==> config.mk <==
export PLATFORM = sky130hd
export DESIGN_NAME = fetch_ctrl
export DESIGN_NICKNAME = d
export VERILOG_FILES = /design/src/rtl/fetch_ctrl.sv
export SDC_FILE = /design/constraint.sdc
export NUM_CORES = 1
export LEC_CHECK = 0
export BUFFER_PORTS_ARGS = -buffer_cell sky130_fd_sc_hd__buf_2
export CAP_MARGIN = 10
export CORE_UTILIZATION = 60
export CTS_BUF_LIST = sky130_fd_sc_hd__clkbuf_8
export DETAILED_ROUTE_END_ITERATION = 12
export GPL_TIMING_DRIVEN = 0
export PLACE_DENSITY = 0.83
export RECOVER_POWER = 50
export SKIP_CTS_REPAIR_TIMING = 1
export SLEW_MARGIN = 10
export SYNTH_ARGS = -nofsm -noshare
export SYNTH_HDL_FRONTEND = slang
export SYNTH_SLANG_ARGS = --single-unit
==> constraint.sdc <==
create_clock -name clk -period 3.28 [get_ports clk]
set_input_delay 0.492 -clock clk [delete_from_list [all_inputs] [get_ports clk]]
set_output_delay 0.492 -clock clk [all_outputs]
set_load 0.01 [all_outputs]
==> src/rtl/fetch_ctrl.sv <==
// fetch_ctrl: LEGv8 fetch-stage sequencer in front of a multi-cycle req/ack instruction memory.
// Owns the fetch PC, applies redirects even with a request in flight, and skids one word on stall.
module fetch_ctrl #(
   parameter int           N        = 64,
   parameter logic [N-1:0] RESET_PC = '0,
   parameter int           IW       = 32
) (
   input  logic          clk,
   input  logic          reset,
   input  logic          PCSrc_F,
   input  logic [N-1:0]  PCBranch_F,
   input  logic          stall_F,
   output logic          imem_req,
   output logic [N-1:0]  imem_addr_F,
   input  logic          imem_ack,
   input  logic [IW-1:0] imem_rdata,
   output logic [IW-1:0] instr_F,
   output logic [N-1:0]  pc_F,
   output logic          valid_F,
   output logic [1:0]    dbg_state
);

   // Handshake: one imem beat transfers on a posedge where imem_req=1 and imem_ack=1;
   // while imem_req=1 and imem_ack=0 the request (imem_addr_F) is frozen.
   // Downstream takes instr_F/pc_F on a posedge where valid_F=1 and stall_F=0.

   typedef enum logic [1:0] {
      S_IDLE = 2'd0,
      S_REQ  = 2'd1,
      S_HOLD = 2'd2,
      S_DROP = 2'd3
   } state_t;

   localparam logic [N-1:0] ADDR_STEP = N'(4);

   state_t        r_state;
   logic          r_req;
   logic [N-1:0]  r_addr;
   logic [IW-1:0] r_instr;
   logic [N-1:0]  r_pc;
   logic          r_valid;
   logic [IW-1:0] r_skid_instr;
   logic [N-1:0]  r_skid_addr;
   logic [N-1:0]  r_saved_tgt;

   logic [N-1:0]  w_target;
   logic          w_slot_free;

   assign w_target    = {PCBranch_F[N-1:2], 2'b00};
   assign w_slot_free = !r_valid || !stall_F;

   always_ff @(posedge clk or negedge reset) begin
      if (!reset) begin
         r_state      <= S_IDLE;
         r_req        <= 1'b0;
         r_addr       <= RESET_PC;
         r_instr      <= '0;
         r_pc         <= '0;
         r_valid      <= 1'b0;
         r_skid_instr <= '0;
         r_skid_addr  <= '0;
         r_saved_tgt  <= '0;
      end else begin
         case (r_state)
            S_IDLE: begin
               r_state <= S_REQ;
               r_req   <= 1'b1;
               r_addr  <= RESET_PC;
            end

            S_REQ: begin
               if (PCSrc_F) begin
                  r_valid <= 1'b0;
                  if (imem_ack) begin
                     r_addr <= w_target;
                  end else begin
                     // Request is still in flight at the old address; its data must be thrown away.
                     r_saved_tgt <= w_target;
                     r_state     <= S_DROP;
                  end
               end else if (imem_ack) begin
                  if (w_slot_free) begin
                     r_instr <= imem_rdata;
                     r_pc    <= r_addr;
                     r_valid <= 1'b1;
                     r_addr  <= r_addr + ADDR_STEP;
                  end else begin
                     r_skid_instr <= imem_rdata;
                     r_skid_addr  <= r_addr;
                     r_req        <= 1'b0;
                     r_state      <= S_HOLD;
                  end
               end else if (!stall_F) begin
                  r_valid <= 1'b0;
               end
            end

            S_HOLD: begin
               if (PCSrc_F) begin
                  r_valid <= 1'b0;
                  r_req   <= 1'b1;
                  r_addr  <= w_target;
                  r_state <= S_REQ;
               end else if (!stall_F) begin
                  r_instr <= r_skid_instr;
                  r_pc    <= r_skid_addr;
                  r_valid <= 1'b1;
                  r_req   <= 1'b1;
                  r_addr  <= r_skid_addr + ADDR_STEP;
                  r_state <= S_REQ;
               end
            end

            S_DROP: begin
               if (imem_ack) begin
                  r_addr  <= PCSrc_F ? w_target : r_saved_tgt;
                  r_state <= S_REQ;
               end else if (PCSrc_F) begin
                  r_saved_tgt <= w_target;
               end
            end

            default: begin
               r_state <= S_IDLE;
               r_req   <= 1'b0;
               r_valid <= 1'b0;
            end
         endcase
      end
   end

   assign imem_req    = r_req;
   assign imem_addr_F = r_addr;
   assign instr_F     = r_instr;
   assign pc_F        = r_pc;
   assign valid_F     = r_valid;
   assign dbg_state   = r_state;

endmodule

### Word-level counts from Yosys, hierarchy flattened

Cells that the tools add are included.

* input port bits: 101
* word-level logic and storage cells: 92
* flip-flop bits (word level): 324
* output and inout bits: 164

* add/subtract/negate cells: 2
* reduce and logical (&&, ||, !) cells: 14
* multiplexer cells: 45
* eq/ne operators: 20
* bitwise logic cells: 2

Operators by type and width (number)
* 64-bit two-way mux: 16
* 64-bit case mux with 2 select lines: 2
* 64-bit case mux with 4 select lines: 1
* 32-bit two-way mux: 5
* 64-bit by 3-bit adder with 64-bit output (second input constant): 2
* 32-bit case mux with 2 select lines: 1
* 2-bit inequality test (second input constant): 10
* 4-bit AND reduction: 4
* 3-bit inequality test (second input constant): 5
* 2-bit two-way mux: 7
* 1-bit two-way mux: 10
* 5-bit AND reduction: 2
* 4-bit inequality test (second input constant): 2
* 2-bit case mux with 4 select lines: 1
* 6-bit AND reduction: 1
* 2-bit equality test (second input constant): 2
* 2-bit nonzero test: 2
* 1-bit case mux with 3 select lines: 1
* 3-bit nonzero test: 1
* 2-bit by 1-bit equality test with 1-bit output (second input constant): 1
* 1-bit zero test: 2
* 2-bit zero test: 1
* 1-bit NOT: 2
* 1-bit case mux with 2 select lines: 1
* 1-bit logical OR: 1

### Longest topological paths before layout

Gate-level depths: netlist of run 1.

* depth in word-level cells: 6
* gate-level depth with buffers: 10
* depth with buffers taken out: 7

### Worst setup path before layout of run 1

Ideal clock, no wire load.

* kind: flip-flop to flip-flop
* from: register r_addr[14] (netlist: imem_addr_F[14])
* to: register r_addr[50] (netlist: imem_addr_F[50])
* data arrival time: 2605 ps
* cell stages (with the launch flop): 10
* period minus slack after synthesis: 2709 ps
* path slack: 571 ps
* setup time: 104 ps
* required time: 3176 ps
* buffers on the path: 3
* cell sequence: dfrtp_1 clkbuf_1 nand4_1 or3b_1 buf_2 or3_1 clkbuf_1 or4_1 a311o_1 o311ai_1

* cells in the longest elaborated chain, start to end: 5

RTL lines
* start, declared: line 38 `logic [N-1:0] r_addr;`
* start signal, assigned: line 75 `r_addr <= w_target;`
* start signal, assigned: line 86 `r_addr <= r_addr + ADDR_STEP;`
* start signal, assigned: line 102 `r_addr <= w_target;`
* 64-bit by 3-bit adder with 64-bit output: line 86
* 64-bit two-way mux: line 82 `if (w_slot_free) begin`
* 64-bit two-way mux: line 81 `end else if (imem_ack) begin`
* 64-bit two-way mux: line 72 `if (PCSrc_F) begin`
* 64-bit case mux with 4 select lines: line 64 `case (r_state)`

No other way between the ends. The select of a mux whose other input is x is not followed.
A chain may end at the register's enable or synchronous reset.

### Worst setup path in the final report of run 1

* from: register r_state[0] (netlist: dbg_state[0])
* to: register r_addr[15] (netlist: imem_addr_F[15])

* cells in the longest elaborated chain, start to end: 3
* elaborated cells between the ends (all ways): 10
* classes of those cells: 7 x eq/ne; 1 x mux; 2 x reduce/logical

RTL lines
* start, declared: line 36 `state_t r_state;`
* start signal, assigned: line 54 `r_state <= S_IDLE;`
* start signal, assigned: line 66 `r_state <= S_REQ;`
* start signal, assigned: line 79 `r_state <= S_DROP;`
* 2-bit by 1-bit equality test with 1-bit output / 2-bit equality test (equally long branches): line 64
* 3-bit inequality test (no source line) / 2-bit inequality test (equally long branches)
* 4-bit AND reduction (no source line)

Several ways; a longest one is shown, not always the timed one.

==> results of run 1 <==
==> metal layers <==
| layer | wire, um | GRT usage (%) | part of all wire, % |
|---|---|---|---|
| met1 | 25800 | 61.3 | 38 |
| met2 | 29500 | 66.3 | 44 |
| met3 | 8780 | 10.6 | 13 |
| met4 | 3550 | 21.0 | 5.2 |
| met5 | 0 | 0 | 0 |
==> logic make-up (layout without fill, tap and decap cells) <==
group,count (synthesis),count (layout),share of synthesized area (%)
fa+ha+maj,2,2,0.142
xor+xnor,62,62,3.08
compound gates,411,411,15.7
buf+inv,173,538,3.73
simple gates,778,778,20.8
mux,164,164,10.4
flops,324,324,46.0
other cells,0,4,0
==> layout make-up <==
type	instances	area, sq um
fill	2242	8180
multi-input combinational	1417	8870
sequential	324	8110
inverter	21	78.8
tap	384	480
antenna	4	10.0
buffer	145	567
clock buffer	69	950
timing repair buffer	274	1260
clock inverter	29	268
==> stage by stage <==
stage	cells	util, %
floorplan	1914	-
global placement	2560	67.4
detailed placement	2564	67.8
CTS	2662	72.0
global route	2664	71.6
finish	2667	71.6
==> state kept, by name (all words and copies together), names as in the netlist <==
| register | count |
|---|---|
| imem_req | 1 |
| pc_F | 64 |
| valid_F | 1 |
| r_skid_instr | 32 |
| instr_F | 32 |
| r_saved_tgt | 64 |
| imem_addr_F | 64 |
| dbg_state | 2 |
| r_skid_addr | 64 |
==> Yosys cell counts, types with 9 or more instances <==
library cell / count
nand2b_1: 30
nor3_1: 30
a31o_2: 9
and3_1: 22
a22o_1: 9
inv_1: 20
mux2_2: 157
a31oi_1: 114
o311ai_0: 14
o31ai_1: 14
nor4_1: 29
nand2_1: 306
o22ai_1: 9
and4_1: 19
nand4_1: 47
clkbuf_1: 135
a22oi_1: 9
dfrtp_1: 324
a21oi_1: 41
o211ai_1: 25
xor2_1: 24
buf_1: 13
nor2_1: 174
o21ai_0: 83
or3_1: 13
xnor2_1: 38
and2_1: 10
o221ai_1: 9
nand3_1: 64
==> critical path: stages, from the launching register on <==
cell,delay (ns)
dfrtp_1,0.39
clkbuf_1,0.32
and2_0,0.52
nor2_1,0.16
nor2_1,1.06
o221ai_1,0.31
a21oi_1,0.26
a221o_1,0.18
==> report_power, final <==
group / internal, mW / leakage [nW] / switching, mW
sequential: 5.38 / 3.85 / 1.57
clock: 2.29 / 0.687 / 1.76
combinational: 1.86 / 3.80 / 2.61
==> worst paths after layout <==
path | cells past startpoint | end | slack, ns | startpoint
max in group asynchronous | 4 | r_skid_instr[27] | 0.44 | reset
max reg2reg | 7 | imem_addr_F[15] | -0.01 | dbg_state[0]
min in group asynchronous | 2 | r_skid_addr[33] | 0.94 | reset
min reg2reg | 2 | r_saved_tgt[31] | 0.49 | r_saved_tgt[31]
max | 7 | imem_addr_F[15] | -0.01 | dbg_state[0]
min | 2 | r_skid_instr[28] | 0.12 | imem_rdata[28]
==> flow_summary.json, run 1 <==
{
  "powerDensity_nw_per_um2": 751,
  "initial_utilization_pct": 61.2,
  "clockRootBuffer": "clkbuf_8",
  "dp_hpwl_um": 47800,
  "antenna_found_initial": 3,
  "setup_violations": 2,
  "crit_path_max_fanout": 10,
  "drtIter0Drc": 2756,
  "grt_max_degree": 97,
  "fp.dieW_um": 173,
  "yosys-top-cells-area": "dfrtp_1 (46%), mux2_2 (10%), nand2_1 (6.5%)",
  "syn_to_final_growth_pct": 17.0,
  "die_area_sq_um": 30000,
  "route.vias.total": 18200,
  "cp.required_ns": 3.82,
  "timing.final.crit_period_ns": 3.29,
  "ys_warn_count": 0,
  "synth-async-reset-ratio_pct": 100,
  "placed_cell_area_sq_um": 19500,
  "syn_inst": 1914,
  "crit_path_end_kind": "flop",
  "postLayoutCellArea_sq_um": 20600,
  "firstDrtPassIters": 6,
  "setup_tns_ns": -0.0181,
  "finalWirelength_um": 67700,
  "pre_cts_ws_ns": -0.573,
  "yosysTopAreaCellShare_pct": 46.0,
  "fmax_mhz": 304,
  "core_sq_um": 28800,
  "post-route-period-util_pct": 100,
  "gp_routability_congestion": 1.04,
  "cp.arrival_ns": 3.83,
  "total_power_mw": 15.5,
  "slew_violations": 72,
  "cts_made_buffers": 54,
  "cts_tree": "done",
  "clkLatencyLatePin_ns": 0.62,
  "drtAntennaViolNets": 0,
  "synth_top_cell_by_area": "dfrtp_1",
  "port_buffers": 262,
  "grt_pass1_vias": 17100,
  "clockBufferDepth": 3,
  "hold_viol": 0,
  "synth_flop_cell": "dfrtp_1",
  "skew_ns": 0.0181,
  "synth_edf_count": 0,
  "holdCritPathClass": "primary input to flop",
  "final_nets": 2340,
  "fp.dieH_um": 173,
  "synth_cell_types": 75,
  "gr-usage-all-layers_pct": 44.5,
  "cap_violations": 1,
  "htreeDepth": 2,
  "peakVddDrop_v": 0.000522,
  "via_per_inst": 6.81,
  "clkTransAtPathRegs_ns": 0.07,
  "gr-total-overflow": 0,
  "syn_avg_cell_area_sq_um": 9.20,
  "violations": "capacitance limit, slew limit, setup timing",
  "wl_per_cell_um": 25.4,
  "layout_common_cells": "dfrtp_1 (324), nand2_1 (306), clkbuf_1 (250)",
  "synth-seq-area-share_pct": 46.0,
  "start_kind": "flop",
  "ys_seq_elements": 324,
  "holdWs_ns": 0.122,
  "crit_type": "flop to flop",
  "drive_above_1_share_pct": 18.3,
  "slew_headroom_pct": -31.4,
  "boundaryPins": 265,
  "grt_pass1_wl_um": 102000,
  "placementRows": 62,
  "worst_pin_slew_ns": 1.97,
  "setup_ws_ns": -0.0105,
  "synth_area_sq_um": 17600,
  "drc_errors": 0,
  "p_leak_nw": 8.34,
  "cts.sinks": 324,
  "status": "finished with violations",
  "final_common_cell": "dfrtp_1",
  "synth_nets": 2017
}
(Power assumes the default switching activity.)
==> inputs of run 2 (changes only) <==
- REMOVE_ABC_BUFFERS: not set -> 1
==> run 2 against run 1 <==
Compared with the run above:
- the flow still finishes with violations (capacitance limit, slew limit, setup timing)
- register-to-register slack got worse by 0.02 ns
- clock power down 6.9%
- first-iteration DRC count decreased by 28%
- global-route usage shrank 7.1 points
- final cell count is 4.2% lower
- combinational power down 7.6%
- count of clock-buffer cells in the layout shrank 2
- sequential share of layout area about the same
- critical endpoint is now imem_addr_F[40]
- largest power group unchanged
- highest routed layer is now met5
==> flow_summary.json, run 2 (same netlist as run 1, synthesis figures left out) <==
{
  "boundaryPins": 265,
  "setup_ws_ns": -0.0298,
  "hold_viol": 0,
  "postLayoutCellArea_sq_um": 20600,
  "gr-usage-all-layers_pct": 37.3,
  "fp.dieH_um": 173,
  "worst_pin_slew_ns": 1.55,
  "grt_setup_unrepaired": "true",
  "htreeDepth": 2,
  "finalNonFillerCells": 2554,
  "crit_path_end_kind": "flop",
  "fmax_mhz": 302,
  "placementRows": 62,
  "initial_utilization_pct": 61.2,
  "pre_cts_ws_ns": -0.267,
  "timing.final.crit_period_ns": 3.31,
  "drive_above_1_share_pct": 23.0,
  "clkTransAtPathRegs_ns": 0.06,
  "syn_to_final_growth_pct": 17.0,
  "final_nets": 2226,
  "route.vias.total": 17000,
  "multi_input_area_sq_um": 8940,
  "cap_violations": 1,
  "setup_violations": 1,
  "slew_headroom_pct": -3.65,
  "final_common_cell": "dfrtp_1",
  "peakVddDrop_v": 0.000511,
  "drc_errors": 0,
  "grt_pass1_wl_um": 88700,
  "core_sq_um": 28800,
  "violations": "capacitance limit, slew limit, setup timing",
  "cp.arrival_ns": 3.77,
  "layout_common_cells": "dfrtp_1 (322), nand2_1 (306), buf_2 (181)",
  "status": "finished with violations",
  "start_kind": "flop",
  "crit_type": "flop to flop",
  "holdWs_ns": 0.141,
  "grt_pass1_vias": 16100,
  "finalWirelength_um": 57900,
  "fp.dieW_um": 173,
  "fillers": 2238,
  "cts.sinks": 324,
  "post-route-period-util_pct": 101,
  "slew_violations": 55,
  "clockBufferDepth": 3,
  "cts_tree": "done",
  "gr-total-overflow": 0,
  "drtIter0Drc": 1977,
  "port_buffers": 262,
  "drtAntennaViolNets": 0,
  "dp.cells": 2439,
  "holdCritPathClass": "primary input to flop",
  "dp_hpwl_um": 38700,
  "firstDrtPassIters": 5,
  "gp_routability_congestion": 0.933,
  "placed_cell_area_sq_um": 19500,
  "cp.required_ns": 3.74,
  "grt_max_degree": 105,
  "min_from": "PCBranch_F[38]",
  "clkLatencyLatePin_ns": 0.60,
  "rr_startpoint": "imem_addr_F[8]",
  "die_area_sq_um": 30000,
  "skew_ns": 0.0172,
  "cts_made_buffers": 53,
  "clockRootBuffer": "clkbuf_8",
  "wl_per_cell_um": 22.7,
  "via_per_inst": 6.65,
  "antenna_found_initial": 7,
  "post-route-util_pct": 71.6,
  "crit_start": "imem_addr_F[8]",
  "p_leak_nw": 8.53,
  "final-seq-area_sq_um": 8110,
  "crit_path_max_fanout": 9,
  "powerDensity_nw_per_um2": 728
}
## run 2: metal layers
layer  track usage (%)  routed length [um]  vias up
li1                  -                   -     7426
met1              50.8               23100     8283
met2              58.0               26100     1058
met3              7.21                6040      200
met4              17.1                2600        6
met5                 0                  34        -
## run 2: final cells by class
cell class	instances	share of cell area, %
Clock buffer	67	4.47
Inverter	21	0.389
Multi-Input combinational cell	1419	43.4
Tap cell	384	2.33
Clock inverter	31	1.07
Sequential cell	324	39.4
Antenna cell	4	0.0486
Timing Repair Buffer	304	8.96
## run 2: power breakdown
part           switching, mW  internal, mW
Combinational           2.21          1.92
Sequential              1.71          5.38
Clock                   1.69          2.08
Total                   5.61          9.38
## run 2: worst paths after layout
check | slack, ns | end | cells past startpoint
setup reg to reg | -0.03 | imem_addr_F[40] | 6
setup / recovery | -0.03 | imem_addr_F[40] | 6
min in group asynchronous | 0.84 | instr_F[23] | 2
max in group asynchronous | 0.37 | pc_F[60] | 3
hold / removal | 0.14 | r_saved_tgt[38] | 2
hold reg to reg | 0.49 | r_saved_tgt[31] | 2
## run 2: stage by stage
step            TNS, ns  power [mW]
2_1_floorplan   -926.75        9.22
3_3_place_gp   -3531.66        11.0
3_5_place_dp      -4.34        11.2
4_1_cts           -4.57        15.0
5_1_grt           -7.67        15.7
6_report        -0.0298        15.0
## run 2: worst max-delay path, stage by stage (launching register included)
cell,delay (ns)
dfrtp_1,0.52
and4_1,0.40
or3b_1,0.55
nor3_1,0.73
and3_1,0.36
a311oi_1,0.10
or4_1,0.52
